**src/rtl/prng_xoshiro128p_pkg.sv**
```systemverilog
// Shared types and jump polynomials for the xoshiro128+ jump controller.
// Polynomials are written in C array order: C word 0 is the leftmost 32-bit field.
package prng_xoshiro128p_pkg;

    typedef enum logic [1:0] {
        ST_IDLE,
        ST_RUN,
        ST_LOAD,
        ST_DONE
    } jumpState_e;

    // Element k holds PRNG word s[k].
    typedef logic [3:0][31:0] prngState_t;

    localparam logic [127:0] JUMP      = {32'h8764000b, 32'hf542d2d3, 32'h6fa035c3, 32'h77f2db5b};
    localparam logic [127:0] LONG_JUMP = {32'hb523952e, 32'h0b6f099f, 32'hccf5a0ef, 32'h1c580662};
    localparam logic [6:0]   IDX_LAST  = 7'd127;

    // Bit idx of the selected polynomial: C word idx>>5 first, LSB first within each word.
    function automatic logic jumpBit(input logic isLong, input logic [6:0] idx);
        logic [127:0] poly;
        logic [6:0]   pos;
        poly = isLong ? LONG_JUMP : JUMP;
        pos  = {2'd3 - idx[6:5], idx[4:0]};
        return poly[pos];
    endfunction

endpackage

```
**src/rtl/xoshiro128p_jump_ctrl.sv**
```systemverilog
// Hardware jump()/long_jump() sequencer sitting in front of a xoshiro128+ PRNG.
// In IDLE the user seed and clock-gate pass straight through to the PRNG.
module xoshiro128p_jump_ctrl
    import prng_xoshiro128p_pkg::*;
#(
    parameter logic LONG_JUMP_EN = 1'b1
) (
    input  logic        i_clk,
    input  logic        i_rstn,
    input  logic        i_cg,
    input  logic        i_seedValid,
    input  logic [31:0] i_seedS0,
    input  logic [31:0] i_seedS1,
    input  logic [31:0] i_seedS2,
    input  logic [31:0] i_seedS3,
    input  logic        i_jump,
    input  logic        i_longJump,
    output logic        o_busy,
    output logic        o_done,
    output logic        o_prngCg,
    output logic        o_prngSeedValid,
    output logic [31:0] o_prngSeedS0,
    output logic [31:0] o_prngSeedS1,
    output logic [31:0] o_prngSeedS2,
    output logic [31:0] o_prngSeedS3,
    input  logic [31:0] i_prngS0,
    input  logic [31:0] i_prngS1,
    input  logic [31:0] i_prngS2,
    input  logic [31:0] i_prngS3
);

    jumpState_e state_q;
    logic [6:0] idx_q, idx_d;
    prngState_t acc_q, acc_d;
    prngState_t prngS;
    logic       isLong_q;
    logic       done_q;
    logic       longSel;
    logic       startReq;
    logic       passThru;

    assign prngS    = {i_prngS3, i_prngS2, i_prngS1, i_prngS0};
    assign longSel  = i_longJump & LONG_JUMP_EN;
    assign startReq = (i_jump | longSel) & i_cg & ~i_seedValid;

    // A user seed always wins, even mid-sequence, so the PRNG sees it in the same cycle.
    assign passThru = (state_q == ST_IDLE) | i_seedValid;

    // acc is XORed with the PRNG state before the step that happens on this same edge.
    assign idx_d = (idx_q == IDX_LAST) ? idx_q : idx_q + 7'd1;
    assign acc_d = jumpBit(isLong_q, idx_q) ? (acc_q ^ prngS) : acc_q;

    always_ff @(posedge i_clk or negedge i_rstn) begin
        if (!i_rstn) begin
            state_q  <= ST_IDLE;
            idx_q    <= '0;
            acc_q    <= '0;
            isLong_q <= 1'b0;
            done_q   <= 1'b0;
        end else begin
            done_q <= 1'b0;
            if (i_seedValid && (state_q != ST_IDLE)) begin
                state_q <= ST_IDLE;
            end else begin
                case (state_q)
                    ST_IDLE: begin
                        if (startReq) begin
                            state_q  <= ST_RUN;
                            idx_q    <= '0;
                            acc_q    <= '0;
                            isLong_q <= longSel;
                        end
                    end
                    ST_RUN: begin
                        if (i_cg) begin
                            acc_q <= acc_d;
                            idx_q <= idx_d;
                            if (idx_q == IDX_LAST) begin
                                state_q <= ST_LOAD;
                            end
                        end
                    end
                    ST_LOAD: begin
                        state_q <= ST_DONE;
                    end
                    ST_DONE: begin
                        state_q <= ST_IDLE;
                        done_q  <= 1'b1;
                    end
                    default: begin
                        state_q <= ST_IDLE;
                    end
                endcase
            end
        end
    end

    always_comb begin
        o_prngCg        = i_cg | i_seedValid;
        o_prngSeedValid = i_seedValid;
        o_prngSeedS0    = i_seedS0;
        o_prngSeedS1    = i_seedS1;
        o_prngSeedS2    = i_seedS2;
        o_prngSeedS3    = i_seedS3;
        if (!passThru) begin
            o_prngSeedS0 = acc_q[0];
            o_prngSeedS1 = acc_q[1];
            o_prngSeedS2 = acc_q[2];
            o_prngSeedS3 = acc_q[3];
            case (state_q)
                ST_RUN: begin
                    o_prngCg        = i_cg;
                    o_prngSeedValid = 1'b0;
                end
                ST_LOAD: begin
                    o_prngCg        = 1'b1;
                    o_prngSeedValid = 1'b1;
                end
                default: begin
                    o_prngCg        = 1'b0;
                    o_prngSeedValid = 1'b0;
                end
            endcase
        end
    end

    assign o_busy = (state_q != ST_IDLE);
    assign o_done = done_q;

endmodule

```
**config.mk**
```make
export PLATFORM = sky130hd
export DESIGN_NAME = xoshiro128p_jump_ctrl
export DESIGN_NICKNAME = d
export VERILOG_FILES = /design/src/rtl/prng_xoshiro128p_pkg.sv /design/src/rtl/xoshiro128p_jump_ctrl.sv
export SDC_FILE = /design/constraint.sdc
export NUM_CORES = 1
export LEC_CHECK = 0
export ABC_AREA = 1
export CORE_ASPECT_RATIO = 0.75
export CORE_MARGIN = 2
export CORE_UTILIZATION = 28
export CTS_CLUSTER_SIZE = 30
export DETAILED_ROUTE_END_ITERATION = 12
export GPL_TIMING_DRIVEN = 0
export PLACE_DENSITY = 0.62
export SLEW_MARGIN = 20
export SYNTH_ARGS = -nofsm -noshare
export SYNTH_HDL_FRONTEND = slang
export SYNTH_SLANG_ARGS = --single-unit
```
**constraint.sdc**
```tcl
create_clock -name i_clk -period 2.4 [get_ports i_clk]
set_input_delay 0.24 -clock i_clk [delete_from_list [all_inputs] [get_ports i_clk]]
set_output_delay 0.24 -clock i_clk [all_outputs]
set_load 0.05 [all_outputs]
```
Word-level counts from Yosys, hierarchy flattened

Cells that the tools add are included.

Word-level logic and storage cells: 64
Flip-flop bits (word level): 139

Reductions and logical operators: 8
Equality and inequality tests: 11
Add/sub/neg operators: 2
Bitwise operators: 8
Muxes and demuxes: 26
Order comparisons: 1

Operators by type and width:

| kind                                                  | number |
|---|---|
| two-way mux 128 bit                                   | 3 |
| one-hot mux 128 bit (2 select lines)                  | 1 |
| two-way mux 32 bit                                    | 4 |
| XOR 128 bit                                           | 1 |
| two-way mux 126 bit                                   | 1 |
| two-way mux 7 bit                                     | 3 |
| one-hot mux 7 bit (2 select lines)                    | 1 |
| AND reduction 5 bit                                   | 2 |
| < comparator 7 x 8 -> 1 bit, second input constant    | 1 |
| two-way mux 2 bit                                     | 4 |
| inequality test 2 bit, second input constant          | 4 |
| one-hot mux 2 bit (4 select lines)                    | 1 |
| adder 7 x 1 -> 7 bit, second input constant           | 1 |
| binary-select mux 1 bit (select 7 bit)                | 1 |
| equality test 7 bit, second input constant            | 1 |
| two-way mux 1 bit                                     | 6 |
| inequality test 3 bit, second input constant          | 2 |
| AND reduction 3 bit                                   | 2 |
| equality test 2 bit, second input constant            | 2 |
| nonzero test 2 bit                                    | 2 |
| inequality test 3 x 2 -> 1 bit, second input constant | 1 |
| bitwise OR 1 bit                                      | 3 |
| bitwise AND 1 bit                                     | 2 |
| equality test 2 x 1 -> 1 bit, second input constant   | 1 |
| other kinds (5)                                       | 6 |

Depth between registers and ports, before layout

Gate-level depths: netlist (run 1).

Depth after elaboration: 6
Depth in mapped cells: 16

Least setup slack after synthesis (run 1)

OpenSTA, ideal clock, no wires.

Kind: reg2out
Start: reg state_q[0]
End: out o_prngCg
Cell stages (with the launch flop): 10
Data required time: 2.160 ns
Arrival time: 2.069 ns
Path slack: 0.091 ns
Cell sequence: dfrtp_1 > inv_1 > ha_1 > nor2_1 > buf_1 > buf_2 > nand2_1 > nand2_1 > nand2_1 > o211ai_1

Longest elaborated chain between the ends: 3
Elaborated cells on any way between the ends: 6

RTL lines:

| item                                                                   | line                                                      | source |
|---|---|---|
| start, declared                                                        | xoshiro128p_jump_ctrl.sv:32                               | `jumpState_e state_q;` |
| start signal, assigned                                                 | xoshiro128p_jump_ctrl.sv:55                               | `state_q <= ST_IDLE;` |
| start signal, assigned                                                 | xoshiro128p_jump_ctrl.sv:63                               | `state_q <= ST_IDLE;` |
| start signal, assigned                                                 | xoshiro128p_jump_ctrl.sv:68                               | `state_q <= ST_RUN;` |
| equality test 2 bit, or another cell as far along                      | xoshiro128p_jump_ctrl.sv:110                              | `case (state_q)` |
| one-hot mux 1 bit (2 select lines) or bitwise OR 1 bit (tied branches) | xoshiro128p_jump_ctrl.sv:110, xoshiro128p_jump_ctrl.sv:47 |  |
| two-way mux 1 bit (*)                                                  | xoshiro128p_jump_ctrl.sv:105                              | `if (!passThru) begin` |
| end, declared                                                          | xoshiro128p_jump_ctrl.sv:20                               | `output logic o_prngCg,` |

Mark *: on every way between the ends. The rest lies on a longest branch, timed or not.

Worst setup path after layout (run 1)

Start: reg state_q[0]
End: out o_prngSeedS3[23]

Longest elaborated chain between the ends: 3

RTL lines:

| item               | line                         | source |
|---|---|---|
| zero test 2 bit    | xoshiro128p_jump_ctrl.sv:47  | `assign passThru = (state_q == ST_IDLE) \| i_seedValid;` |
| bitwise OR 1 bit   | xoshiro128p_jump_ctrl.sv:47  |  |
| two-way mux 32 bit | xoshiro128p_jump_ctrl.sv:105 |  |
| end, declared      | xoshiro128p_jump_ctrl.sv:25  | `output logic [31:0] o_prngSeedS3,` |

No other way between the ends.

==> summary.txt, run 1 <==
Clocking
  – CTS tree: built
  – CTS Buffer Depth: 2
  – Worst-Skew Late Latency: 0.43 ns
  – H-tree depth: 4
  – Clock Pin Slew Worst Setup and Hold Paths: 0.06 ns
  – Root Buffer: clkbuf_16
  – CTS Buf Count: 17
  – Clk sinks: 139

Finish
  – # diodes: 0
  – Layout cells sized above 1: 0.307
  – Most frequent cells in the layout: clkdlybuf4s50_1, nand2_1, nand3_1
  – Layout Cells excl Fill: between 2,000 and 2,500
  – Area grow syn2layout: 68.8%
  – # nets final: 1,904
  – Util after Layout: 0.482
  – Most common cell after layout, fill and taps aside: clkdlybuf4s50_1

STA
  – Fin crit period: 2.46 ns
  – Final Hold Fails: 0
  – Clock Skew: between 0.01 and 0.015 ns
  – RSZ-0062 raised after global routing: yes
  – Pins Over Slew Limit: 0
  – Slew @ Worst Pin: around 0.57 ns
  – Slew headroom: 0.621
  – Setup-failing EPs final: 81
  – Fin crit share: 1.02
  – Max Clk Rate: approximately 410 MHz
  – Min setup slack post-route: -0.0558 ns

Setup path
  – R2R Path Start: isLong_q
  – CP Capture Type: primary output
  – CP startpoint: state_q[0]
  – CP Data Required Time: 2.16 ns
  – Arrival time worst endpoint: 2.22 ns
  – Crit-path max FO: 10
  – Setup crit start kind: register
  – WS Path Type: register to primary output

Logic synthesis
  – Post-Syn Instances: 1,180
  – Synth area leaders: dfrtp_1, mux2_2, nand2_1, xnor2_1, nand3_1
  – Mapped Area: 9610 sq um
  – Post-synth cell types: 29
  – Sequential share of the synthesized area: 0.362
  – Syn. warnings: 0
  – Post-synth top area cell: dfrtp_1
  – Synth top area share: 0.362
  – Register bit total from synthesis: 139
  – Synth Net Count: 1,455
  – Syn_area_per_cell: 8.14 sq um

Drt
  – DRC errors left: 0
  – 1st-iter DRT viols: 641
  – Vias: 9,679
  – ANT nets after route: 0
  – Pre-antenna DRT Iters: 5
  – Avg WL per Cell: around 18 um
  – Vias per cell: 4.63
  – Final wirelength: 37.1 mm

Floorplanning
  – Chip Height: 164 um
  – DIE AREA: 35,800 sq um
  – Row cnt: 58
  – Top-Level Pins: 394
  – Die width: between 200 and 250 um
  – Starting Density: 0.285
  – CORE AREA: 33,700 sq um

Placement
  – DP Wirelength: about 26 mm
  – Port bufs: 393
  – RD Place Congestion: 0.891
  – Inst Count DP: between 2,000 and 2,500

Power and ir drop
  – NetSw: 0.00885 W
  – Combinational power share: 0.662
  – Sw Share: 0.467
  – Total power draw: approximately 0.019 W
  – Clk pwr share: 0.147
  – Power per cell area: 1170 nW/um^2
  – Leakage: approximately 7.4 nW
  – Internal power: 0.0101 W
  – Sequential share of power: 0.190
  – Worst VDD drop: 560 uV

Status
  – Status: complete, but fails checks
  – Failing checks: negative setup slack

Hold path
  – Worst Hold Class: input pin to asynchronous set/reset pin

Global route
  – Largest net degree at the start of global routing: 73
  – First-pass GRT wire length: 53.8 mm
  – Initial antenna violation count: 0
  – GR Util All Layers: 0.195
  – Vias in the first global route: 9,383
  – Total gr overflow: 0

Run
  – Max-cap violations: 0
[repair_timing]
item,in CTS,in global routing
cloned,2,15
gates resized for setup,923,217
setup buffers,8,11
pin swaps,3,28
hold endpoints to repair,67,0
setup endpoints to repair,259,243
hold buffers,1,0
[kinds of logic (layout without fill, tap and decap cells)]
group / Yosys count / in the layout / synth area share
and+or+nand+nor: 641 / 641 / 0.276
DFF: 139 / 139 / 0.362
xor gates and xnor gates: 131 / 131 / 0.119
muxes: 128 / 128 / 0.150
buffers and inverters: 106 / 567 / 0.0607
AOI/OAI and AO/OA: 22 / 22 / 0.0147
adders and majority gates: 13 / 13 / 0.0169
[synthesized netlist by cell type]
cell type  count
xnor2_1      129
mux2_2       128
o211ai_1       2
xor2_1         2
inv_1         24
a21boi_1       1
buf_6         14
a211oi_4       1
nand3_1      156
buf_4          8
nand2_4        1
nand2_1      333
nand3_2        2
inv_2          3
dfrtp_1      139
a21oi_1        7
nor2_1       143
buf_1          2
o31ai_1        3
nand2_2        2
o22ai_1        1
clkbuf_1      27
o21ai_0        7
nor3_2         1
nand3_4        1
nand4_1        2
buf_2         27
buf_12         1
ha_1          13
[final cells by class]
class / instances / area [sq um]
sequential: 139 / 3480
clock buffer: 20 / 457
fill: 3223 / 17500
clock inverter: 11 / 144
multi-input combinational: 935 / 5990
buffer: 79 / 851
inverter: 27 / 111
tap: 450 / 563
timing repair buffer: 430 / 4620
[power by group through the flow]
stage | clock, W | combinational [W] | sequential (W)
CTS | 0.00285 | 0.0108 | 0.00354
floorplan | 0 | 0.00692 | 0.00338
global placement | 0 | 0.00996 | 0.00358
detailed placement | 0 | 0.0101 | 0.00357
finish | 0.00279 | 0.0125 | 0.00360
global route | 0.00294 | 0.0134 | 0.00368
[worst max-delay path, stage by stage (launching register included)]
cell and delay (ns):
dfrtp_1 0.39, inv_2 0.07, ha_4 0.17, nor2_4 0.18
buf_12 0.14, clkbuf_16 0.18, buf_12 0.14, mux2_2 0.34
buf_6 0.16
[state kept, by name, summed over array words and instances, names as in the netlist]
register,flops
acc_q,128
idx_q,7
state_q,2
isLong_q,1
o_done,1
[stage by stage]
step	setup WS (ns)	instance area [sq um]	hold WS (ns)	TNS (ns)
floorplan	0.0914	9610	-0.0556	0
global placement	-4.95	14100	0.493	-839.82
detailed placement	-1.37	14100	0.239	-163.86
CTS	-0.0700	15100	0.373	-2.91
global route	-0.143	16200	0.414	-24.10
finish	-0.0558	16200	0.371	-3.00
[path summary, 6_finish.rpt]
kind / endpoint / slack (ns) / cells past startpoint
min in group i_clk: isLong_q / 0.43 / 3
max in group asynchronous: acc_q[108] / 1.25 / 3
hold / removal: acc_q[58] / 0.37 / 2
setup reg to reg: acc_q[86] / 0.01 / 16
setup / recovery: o_prngSeedS3[23] / -0.06 / 8
hold reg to reg: acc_q[104] / 0.51 / 2
[layer usage]
metal  up-vias  GRT usage  wire [um]
met4         0     0.0485        524
met2       314      0.318      17800
met3        34     0.0460       2310
met5         -          0          0
li1       4714          -          -
met1      4617      0.261      16600
Power figures use the tool's default switching activity.
==> run 2: changes to the inputs <==
--- a/config.mk
+++ b/config.mk
@@ -9,6 +9,7 @@
 export CORE_ASPECT_RATIO = 0.75
 export CORE_MARGIN = 2
 export CORE_UTILIZATION = 28
+export CTS_BUF_LIST = sky130_fd_sc_hd__clkbuf_2 sky130_fd_sc_hd__clkbuf_4 sky130_fd_sc_hd__clkbuf_8
 export CTS_CLUSTER_SIZE = 30
 export DETAILED_ROUTE_END_ITERATION = 12
 export GPL_TIMING_DRIVEN = 0
==> run 2 against run 1 <==
Sequential power is 1% higher; the run still ends with negative setup slack left; critical endpoint is now o_prngSeedS2[0]; via count is 1.6% higher; sequential share of layout area is 0.95 points lower; highest routed layer unchanged; clock-buffer cell count stayed put.
==> summary.txt, run 2 (synthesized netlist as in run 1, its figures left out) <==
Status
  – Status: complete, but fails checks
  – Failing checks: negative setup slack

Run
  – Max-cap violations: 0 (unchanged)

STA
  – Slew @ Worst Pin: 0.582 ns (+0.0140 ns)
  – Fin crit share: 1.05 (+0.0296)
  – Slew headroom: 0.612 (-0.00931)
  – Min setup slack post-route: -0.127 ns (-0.0711 ns)
  – Pins Over Slew Limit: 0 (unchanged)
  – Max Clk Rate: 396 MHz (-2.8%)
  – Setup TNS: -7.11 ns (-4.10 ns)
  – Final Hold Fails: 0 (unchanged)
  – RSZ-0062 raised after global routing: yes
  – Fin crit period: 2.53 ns (+0.0711 ns)
  – Clock Skew: 0.0194 ns (+0.00610 ns)
  – Setup-failing EPs final: 135 (+67%)

Finish
  – Layout cells sized above 1: 0.344 (+0.0365)
  – Filler cells: 3,154 (-2.1%)
  – Biggest register: acc_q
  – # nets final: 1,922 (+0.95%)
  – Most common cell after layout, fill and taps aside: clkdlybuf4s50_1
  – Flip-flop count of the largest register after layout: 128 (unchanged)
  – # diodes: 0 (unchanged)
  – Layout Cells excl Fill: 2,109 (+0.86%)
  – Most frequent cells in the layout: clkdlybuf4s50_1, nand2_1, nand3_1
  – Largest regs: acc_q (128), idx_q (7), state_q (2)
  – Area grow syn2layout: 76.6%

Clocking
  – Root Buffer: clkbuf_8
  – CTS Buf Count: 17 (unchanged)
  – CTS Buffer Depth: 2 (unchanged)
  – Clk sinks: 139 (unchanged)
  – Clock Pin Slew Worst Setup and Hold Paths: 0.09 ns (+0.03 ns)
  – Worst-Skew Late Latency: 0.45 ns (+0.02 ns)
  – H-tree depth: 4 (unchanged)
  – CTS tree: built

Setup path
  – Buf+Inv Stages, Crit Path: 5 (unchanged)
  – Arrival time worst endpoint: 2.29 ns (+0.07 ns)
  – CP Data Required Time: 2.16 ns (about the same)
  – Crit-path max FO: 6 (-4)
  – Peak per-stage delay on the critical path: 0.40 ns (about the same)
  – Top cell by count, worst path: clkbuf_16
  – WS Path Type: register to primary output
  – Top delay family on crit path: buffers and inverters
  – Setup crit start kind: register
  – CP Capture Type: primary output
  – CP max stage cell: dfrtp_1
  – Crit path cell chain: inv_2 -> ha_4 -> nor2_4 -> buf_12 -> clkbuf_16 -> clkbuf_16 -> mux2_4 -> buf_8

Drt
  – Final wirelength: 39.6 mm (+6.6%)
  – Vias: 9,836 (+1.6%)
  – Avg WL per Cell: 18.8 um (+5.7%)
  – Vias per cell: 4.66 (+0.75%)
  – 1st-iter DRT viols: 747 (+17%)
  – Pre-antenna DRT Iters: 5 (unchanged)
  – DRC errors left: 0 (unchanged)
  – ANT nets after route: 0 (unchanged)

Global route
  – First-pass GRT wire length: 53.4 mm (-0.85%)
  – Largest net degree at the start of global routing: 73 (unchanged)
  – GR Util All Layers: 0.193 (-0.00192)
  – Vias in the first global route: 9,348 (-0.37%)
  – GR peak layer: met2
  – Total gr overflow: 0 (unchanged)
  – Initial antenna violation count: 0 (unchanged)
  – M2 GR Usage: 0.316 (-0.00203)
  – M1 GR Usage: 0.260 (-0.00123)
  – Met3 usage: 0.0440 (-0.00203)

Floorplanning
  – Row cnt: 58 (unchanged)
  – DIE AREA: 35,800 sq um (unchanged)
  – Top-Level Pins: 394 (unchanged)
  – Die width: 218 um (unchanged)
  – CORE AREA: 33,700 sq um (unchanged)
  – Starting Density: 0.285 (unchanged)
  – Chip Height: 164 um (unchanged)

Power and ir drop
  – Power per cell area: 1150 nW/um^2 (-1.2%)
  – Worst VDD drop: 514 uV (-8.2%)
  – Leakage: 7.78 nW (+5.3%)

Placement
  – Inst Count DP: 2,024 (unchanged)
  – Port bufs: 393 (unchanged)
  – DP Wirelength: 26.4 mm (unchanged)
  – RD Place Congestion: 0.891 (unchanged)

Hold path
  – Worst Hold Class: input pin to asynchronous set/reset pin
==> run 2: cell count changes in the layout (fill, tap and decap cells not counted), moves of 2 or more <==
cell / change
clkbuf_4: -2
buf_8: +40
clkbuf_2: +7
nand2_1: -49
buf_4: -7
buf_2: -12
nand2_4: +8
mux2_4: +49
mux2_2: -49
buf_6: -21
nand2_2: +41
clkbuf_16: -5
clkbuf_8: +17
==> run 2: worst paths after layout <==
path,from,endpoint,slack [ns],cells past startpoint
setup / recovery,state_q[0],o_prngSeedS2[0],-0.13,8
hold / removal,i_rstn,acc_q[58],0.33,2
setup reg to reg,isLong_q,acc_q[7],-0.02,16
hold reg to reg,acc_q[89],acc_q[89],0.52,2
max in group asynchronous,i_rstn,acc_q[108],1.28,3
min in group i_clk,i_longJump,isLong_q,0.40,3
==> run 2: where the power goes <==
part / leakage [nW] / internal (W) / total [W] / switching, W
clock network: 0.212 / 0.00109 / 0.00210 / 0.00101
registers: 1.86 / 0.00292 / 0.00365 / 0.000726
logic: 5.70 / 0.00630 / 0.0138 / 0.00752
total: 7.78 / 0.0103 / 0.0196 / 0.00926
==> run 2: metal layers <==
metal,wire [um],up-vias
li1,-,4744
met1,17800,4750
met2,18700,307
met3,2330,35
met4,792,0
met5,0,-
==> run 2: final cells by class <==
class / count / area (sq um) / share of cell area
Multi-Input combinational cell: 935 / 6330 / 0.373
Clock buffer: 20 / 269 / 0.0159
Timing Repair Buffer: 448 / 5200 / 0.306
Sequential cell: 139 / 3480 / 0.205
Buffer: 79 / 862 / 0.0508
Tap cell: 450 / 563 / 0.0332
Inverter: 27 / 111 / 0.00656
Clock inverter: 11 / 144 / 0.00848
==> run 2: through the flow <==
step / hold slack (ns) / cell area, sq um / utilization / setup slack (ns) / total power [W]
after global placement: 0.493 / 14100 / 0.419 / -4.95 / 0.0135
after CTS: 0.324 / 14900 / 0.441 / -0.165 / 0.0163
final: 0.327 / 17000 / 0.504 / -0.127 / 0.0196
after floorplan: -0.0556 / 9610 / - / 0.0914 / 0.0103
after detailed placement: 0.239 / 14100 / 0.420 / -1.37 / 0.0137
after global routing: 0.357 / 17000 / 0.504 / -0.229 / 0.0207
==> run 2: timing repair <==
item | 4_1_cts | 5_1_grt
hold buffers | 1 | 0
setup buffers | 3 | 21
setup endpoints to repair | 259 | 266
endpoints found under the hold margin | 67 | 0
gates resized for setup | 864 | 448
gates cloned | 1 | 28
pin swaps | 2 | 28
